--- src/rtl/digit_serial_addsub_pkg.sv ---
// Shared definitions for the digit-serial add/subtract unit: FSM state
// encoding, counter sizing helpers and the full-adder cell.
package digit_serial_addsub_pkg;

  typedef enum logic [1:0] {
    IDLE = 2'd0,
    RUN  = 2'd1,
    DONE = 2'd2
  } state_e;

  // Ceiling log2; clog2(1) == 0.
  function automatic int clog2(input int unsigned n);
    int          r;
    int unsigned v;
    r = 0;
    v = 1;
    while (v < n) begin
      v = v << 1;
      r = r + 1;
    end
    return r;
  endfunction

  // Digit counter width: never narrower than one bit.
  function automatic int ctr_width(input int unsigned cycles);
    return (clog2(cycles) < 1) ? 1 : clog2(cycles);
  endfunction

  // One full-adder cell: returns {carry_out, sum}.
  function automatic logic [1:0] full_add(input logic a, input logic b, input logic ci);
    logic s;
    logic co;
    s  = a ^ b ^ ci;
    co = (a & b) | (ci & (a ^ b));
    return {co, s};
  endfunction

endpackage

--- src/rtl/digit_serial_addsub_addn_slice.sv ---
// Combinational DIGIT-bit ripple adder built from full-adder cells. Also
// exposes the carry into its MSB so the top level can form signed overflow.
module addn_slice
  import digit_serial_addsub_pkg::*;
#(
  parameter int DIGIT = 8
) (
  input  logic [DIGIT-1:0] a,
  input  logic [DIGIT-1:0] b,
  input  logic             cin,
  output logic [DIGIT-1:0] s,
  output logic             cout,
  output logic             cmsb
);

  logic [DIGIT:0] c;

  // Ripple the carry through DIGIT full-adder cells.
  always_comb begin
    logic [1:0] fa;
    c    = '0;
    s    = '0;
    fa   = '0;
    c[0] = cin;
    for (int unsigned i = 0; i < DIGIT; i++) begin
      fa     = full_add(a[i], b[i], c[i]);
      s[i]   = fa[0];
      c[i+1] = fa[1];
    end
  end

  assign cout = c[DIGIT];
  assign cmsb = c[DIGIT-1];

endmodule

--- src/rtl/digit_serial_addsub.sv ---
// Digit-serial add/subtract: WIDTH-bit operands processed DIGIT bits per
// clock with a start/busy/done handshake and held result and flags.
module digit_serial_addsub
  import digit_serial_addsub_pkg::*;
#(
  parameter int WIDTH = 32,
  parameter int DIGIT = 8
) (
  input  logic             clk,
  input  logic             rst_n,
  input  logic             start,
  input  logic             sub,
  input  logic [WIDTH-1:0] A,
  input  logic [WIDTH-1:0] B,
  input  logic             CarryIn,
  output logic             busy,
  output logic             done,
  output logic [WIDTH-1:0] sum,
  output logic             carry,
  output logic             overflow,
  output logic             zero
);

  localparam int CYCLES = (DIGIT > 0) ? (WIDTH / DIGIT) : 1;
  localparam int CW     = ctr_width(CYCLES);

  if ((DIGIT < 1) || (DIGIT > WIDTH) || ((WIDTH % DIGIT) != 0)) begin : g_bad_params
    $error("digit_serial_addsub: DIGIT must divide WIDTH and lie in 1..WIDTH");
  end

  state_e state_q, state_d;

  logic [WIDTH-1:0] opa_q, opa_d;
  logic [WIDTH-1:0] opb_q, opb_d;
  logic [WIDTH-1:0] acc_q, acc_d;
  logic             cy_q, cy_d;
  logic [CW-1:0]    cnt_q, cnt_d;
  logic [WIDTH-1:0] sum_q, sum_d;
  logic             carry_q, carry_d;
  logic             ovf_q, ovf_d;
  logic             zero_q, zero_d;

  logic [DIGIT-1:0] dig_s;
  logic             dig_co;
  logic             dig_cm;
  logic             accept;
  logic             last;
  logic [WIDTH-1:0] dig_ext;
  logic [WIDTH-1:0] acc_next;

  addn_slice #(
    .DIGIT (DIGIT)
  ) u_slice (
    .a    (opa_q[DIGIT-1:0]),
    .b    (opb_q[DIGIT-1:0]),
    .cin  (cy_q),
    .s    (dig_s),
    .cout (dig_co),
    .cmsb (dig_cm)
  );

  assign accept = start && (state_q != RUN);
  assign last   = (cnt_q == CW'(CYCLES - 1));

  // Result digits enter from the MSB end; after CYCLES shifts the first digit
  // has reached bit 0. Shifting by WIDTH (DIGIT == WIDTH) yields zero.
  always_comb begin
    dig_ext              = '0;
    dig_ext[DIGIT-1:0]   = dig_s;
    acc_next             = (acc_q >> DIGIT) | (dig_ext << (WIDTH - DIGIT));
  end

  // State register.
  always_ff @(posedge clk or negedge rst_n) begin
    if (!rst_n) state_q <= IDLE;
    else        state_q <= state_d;
  end

  // Next-state logic; DONE accepts a new start just like IDLE.
  always_comb begin
    state_d = state_q;
    unique case (state_q)
      IDLE:    if (start) state_d = RUN;
      RUN:     if (last)  state_d = DONE;
      DONE:    state_d = start ? RUN : IDLE;
      default: state_d = IDLE;
    endcase
  end

  // Handshake outputs decoded from the current state.
  always_comb begin
    busy = 1'b0;
    done = 1'b0;
    unique case (state_q)
      RUN:     busy = 1'b1;
      DONE:    done = 1'b1;
      default: ;
    endcase
  end

  // Datapath next-state: capture on accept, one digit per RUN cycle.
  always_comb begin
    opa_d   = opa_q;
    opb_d   = opb_q;
    acc_d   = acc_q;
    cy_d    = cy_q;
    cnt_d   = cnt_q;
    sum_d   = sum_q;
    carry_d = carry_q;
    ovf_d   = ovf_q;
    zero_d  = zero_q;
    if (accept) begin
      opa_d = A;
      opb_d = sub ? ~B : B;
      cy_d  = CarryIn ^ sub;
      cnt_d = '0;
      acc_d = '0;
    end else if (state_q == RUN) begin
      opa_d = opa_q >> DIGIT;
      opb_d = opb_q >> DIGIT;
      acc_d = acc_next;
      cy_d  = dig_co;
      cnt_d = cnt_q + CW'(1);
      if (last) begin
        sum_d   = acc_next;
        carry_d = dig_co;
        ovf_d   = dig_co ^ dig_cm;
        zero_d  = (acc_next == '0);
      end
    end
  end

  // Datapath registers.
  always_ff @(posedge clk or negedge rst_n) begin
    if (!rst_n) begin
      opa_q   <= '0;
      opb_q   <= '0;
      acc_q   <= '0;
      cy_q    <= 1'b0;
      cnt_q   <= '0;
      sum_q   <= '0;
      carry_q <= 1'b0;
      ovf_q   <= 1'b0;
      zero_q  <= 1'b0;
    end else begin
      opa_q   <= opa_d;
      opb_q   <= opb_d;
      acc_q   <= acc_d;
      cy_q    <= cy_d;
      cnt_q   <= cnt_d;
      sum_q   <= sum_d;
      carry_q <= carry_d;
      ovf_q   <= ovf_d;
      zero_q  <= zero_d;
    end
  end

  assign sum      = sum_q;
  assign carry    = carry_q;
  assign overflow = ovf_q;
  assign zero     = zero_q;

endmodule
--- config.mk ---
export PLATFORM = sky130hd
export DESIGN_NAME = digit_serial_addsub
export DESIGN_NICKNAME = d
export VERILOG_FILES = /design/src/rtl/digit_serial_addsub_pkg.sv /design/src/rtl/digit_serial_addsub_addn_slice.sv /design/src/rtl/digit_serial_addsub.sv
export SDC_FILE = /design/constraint.sdc
export NUM_CORES = 1
export LEC_CHECK = 0
export ABC_AREA = 1
export ABC_CLOCK_PERIOD_IN_PS = 4600
export CORE_ASPECT_RATIO = 0.75
export CORE_MARGIN = 10
export CORE_UTILIZATION = 45
export CTS_CLUSTER_SIZE = 16
export DETAILED_ROUTE_END_ITERATION = 7
export GPL_TIMING_DRIVEN = 0
export PLACE_DENSITY_LB_ADDON = 0.12
export SLEW_MARGIN = 25
export SYNTH_ARGS = -nofsm -noshare
export SYNTH_HDL_FRONTEND = slang
export SYNTH_HIERARCHICAL = 1
export SYNTH_SLANG_ARGS = --single-unit
--- constraint.sdc ---
create_clock -name clk -period 4.6 [get_ports clk]
set_input_delay 0.46 -clock clk [delete_from_list [all_inputs] [get_ports clk]]
set_output_delay 0.46 -clock clk [all_outputs]
set_load 0.005 [all_outputs]
==> impl_metrics.csv <==
group,metric,value,unit
logic_synthesis,synth.top_cell.area_share,57.1,%
logic_synthesis,ys_seq_elements,128,
place,io_buffers,104,
power,comb_power_share,38.2,%
logic_synthesis,synth_area_leaders,"dfrtp_1 57%, nand2_1 9.8%, inv_1 4.9%",
timing,skew,0.00934,ns
clocking,clkSlewWorstSetupHoldPaths,0.06,ns
floorplan,rows,35,
clocking,clockRootBuffer,"clkbuf_16",
worst_setup_path,crit_type,"register to register",
logic_synthesis,yosys_warnings,6,
power,power.switching,0.00189,W
timing,setup_viol,0,
worst_setup_path,crit_arrival,4.35,ns
place,dp_cells,843,
timing,whs,0.485,ns
layout,drive_gt1_share,8.73,%
timing,tightest_slew,0.556,ns
logic_synthesis,synthesis.nets,650,
layout,final_common_cell,"nand2_1",
clocking,cts_setup_buffers,0,
floorplan,initial_core_util,45.8,%
layout,final_nets,775,
layout,fin_area,0.00753,sq mm
worst_setup_path,cp-end-kind,"register",
logic_synthesis,synth.cell_area,0.00561,sq mm
logic_synthesis,syn_inst,572,
power,switching_share,36.2,%
clocking,clock_latency,0.41,ns
place,gp_congestion,0.809,
layout,areaGrowthSynthToFinish,34.1,%
floorplan,die-area,0.0174,sq mm
run_status,outcome,"completed",
timing,fin_setup_tns,0,ns
power,p_leak,3.42,nW
layout,n_antenna_cell,0,
floorplan,io_pins,106,
timing,rsz0062_at_grt,"false",
timing,fin_crit,4.02,ns
logic_synthesis,yosysSeqAreaShare,57.1,%
timing,hold_viol_final,0,
logic_synthesis,syn_avg_cell_area,9.81,sq um
detailed_routing,ant_nets,0,
timing,fmax,249,MHz
detailed_routing,vias,4394,
worst_setup_path,cp-start-kind,"register",
global_route,grt_pass1_wl,24300,microns
hold_path,worstHoldPathType,"register to register",
layout,final_core_util,61.4,%
place,place_area,0.00690,sq mm
floorplan,die_w,149,microns
worst_setup_path,required,4.93,ns
detailed_routing,viasPerCell,5.02,
worst_setup_path,crit_path_max_fanout,3,
detailed_routing,drcViolationCount,0,
timing,report.final.slew_viol_count,0,
layout,stdcell_count,876,
layout,n_fill_cell,1027,
global_route,antenna_found_initial,0,
power,peakVddDrop,0.359,mV
place,hpwl,11100,microns
worst_setup_path,rrSetupSlack,0.58,ns
global_route,grt_pass1_vias,4647,
floorplan,dieHeight,117,microns
global_route,grt_start_max_net_pins,87,
timing,finalCritPeriodShare,87.4,%
power,cellPowerDensity,694,mW/mm^2
clocking,cts_buffers,17,
run,maxCapViolCount,0,
global_route,grt-ovfl-total,0,
clocking,cts_tree,"done",
layout,mostFrequentLayoutCells,"147 x nand2_1, 128 x dfrtp_1, 103 x clkdlybuf4s50_1, 73 x inv_1, 28 x o21ai_1",
power,p_int,0.00333,W
detailed_routing,drtPass1Iterations,4,
timing,slew-limit-headroom,62.9,%
detailed_routing,wl_per_cell,17.2,microns
clocking,htreeDepth,4,
detailed_routing,wl,15100,microns
power,power_frac_clock,26.8,%
global_route,grtUsageTotal,18.1,%
logic_synthesis,synth.distinct_cells,26,
detailed_routing,drt_iter0_drc,283,
floorplan,core,0.0123,sq mm
logic_synthesis,synth_top_cell_by_area,"dfrtp_1",
clocking,cts_buffer_depth,2,
clocking,cts_sinks,128,
power,p_seq_share,35.0,%
==> layout make-up <==
| cell class | count | area [sq um] | share of cell area, % |
|---|---|---|---|
| well taps | 166 | 208 | 2.76 |
| flip-flops and latches | 128 | 3200 | 42.6 |
| plain buffers | 33 | 193 | 2.56 |
| multi-input cells | 334 | 1930 | 25.6 |
| clock buffers | 19 | 433 | 5.75 |
| clock inverters | 13 | 189 | 2.51 |
| repair buffers | 106 | 1080 | 14.4 |
| inverters | 77 | 289 | 3.84 |
==> worst paths after layout <==
path,from,to,cells after the start
min,sum[20],sum[20],2
max,opa_q[0],zero,17
min reg2reg,sum[20],sum[20],2
max in group asynchronous,rst_n,opa_q[24],3
min in group asynchronous,rst_n,sum[21],2
max reg2reg,opa_q[0],zero,17
==> cells in the mapped netlist, drive strengths merged <==
cell,n
fa,8
nand3,12
clkbuf,9
nor2,18
dfrtp,128
o22ai,24
nand2,149
a22o,6
o211ai,16
ha,1
buf,24
o21ai,36
o21bai,1
clkinv,1
a21oi,2
o221ai,27
xor2,16
inv,76
xnor2,18
==> flip-flops by register name, summed over array words and instances, names as in the netlist, 2 cells and up <==
register,cells
cnt_q,2
sum,32
opa_q,32
acc_q,24
opb_q,32
state_q,2
==> power by group through the flow <==
stage | logic [W] | clock network, W | registers (W)
global route | 0.00223 | 0.00148 | 0.00188
global placement | 0.00195 | 0 | 0.00183
CTS | 0.00201 | 0.00142 | 0.00183
floorplan | 0.00116 | 0 | 0.00180
detailed placement | 0.00199 | 0 | 0.00184
finish | 0.00199 | 0.00140 | 0.00183
==> through the flow <==
stage / total power (W) / worst slack [ns]
3_3_place_gp: 0.00377 / -1.78
2_1_floorplan: 0.00296 / 0.899
4_1_cts: 0.00525 / 0.577
5_1_grt: 0.00559 / 0.304
3_5_place_dp: 0.00383 / 0.639
6_report: 0.00522 / 0.581
==> layer usage <==
| metal | share of wire, % | vias up | track usage (%) |
|---|---|---|---|
| met5 | 0 | - | 0 |
| met3 | 7.7 | 11 | 5.65 |
| met1 | 47 | 2135 | 24.3 |
| li1 | - | 2119 | - |
| met4 | 0.80 | 0 | 5.22 |
| met2 | 45 | 129 | 27.6 |
==> cell families after synthesis <==
kind of cell / share of synthesized area [%]
buf+inv: 8.58
compound gates: 13.5
fa+ha+maj: 3.08
xor+xnor: 5.30
simple gates: 12.5
flops: 57.1
==> critical path, stage by stage, from the launching register on <==
cell	delay, ns
dfrtp_1	0.40
fa_1	0.43
inv_1	0.08
fa_1	0.16
inv_1	0.05
fa_1	0.40
fa_1	0.42
fa_1	0.41
fa_1	0.37
inv_1	0.08
fa_1	0.16
inv_1	0.07
fa_1	0.43
inv_1	0.13
nand3_1	0.09
nor2_1	0.10
nand2_1	0.06
o21bai_1	0.13
==> timing repair <==
action | in CTS | in global routing
gates resized for setup | 0 | 0
hold endpoints to repair | 42 | 0
hold buffers | 1 | 0
Power figures use the tool's default switching activity.
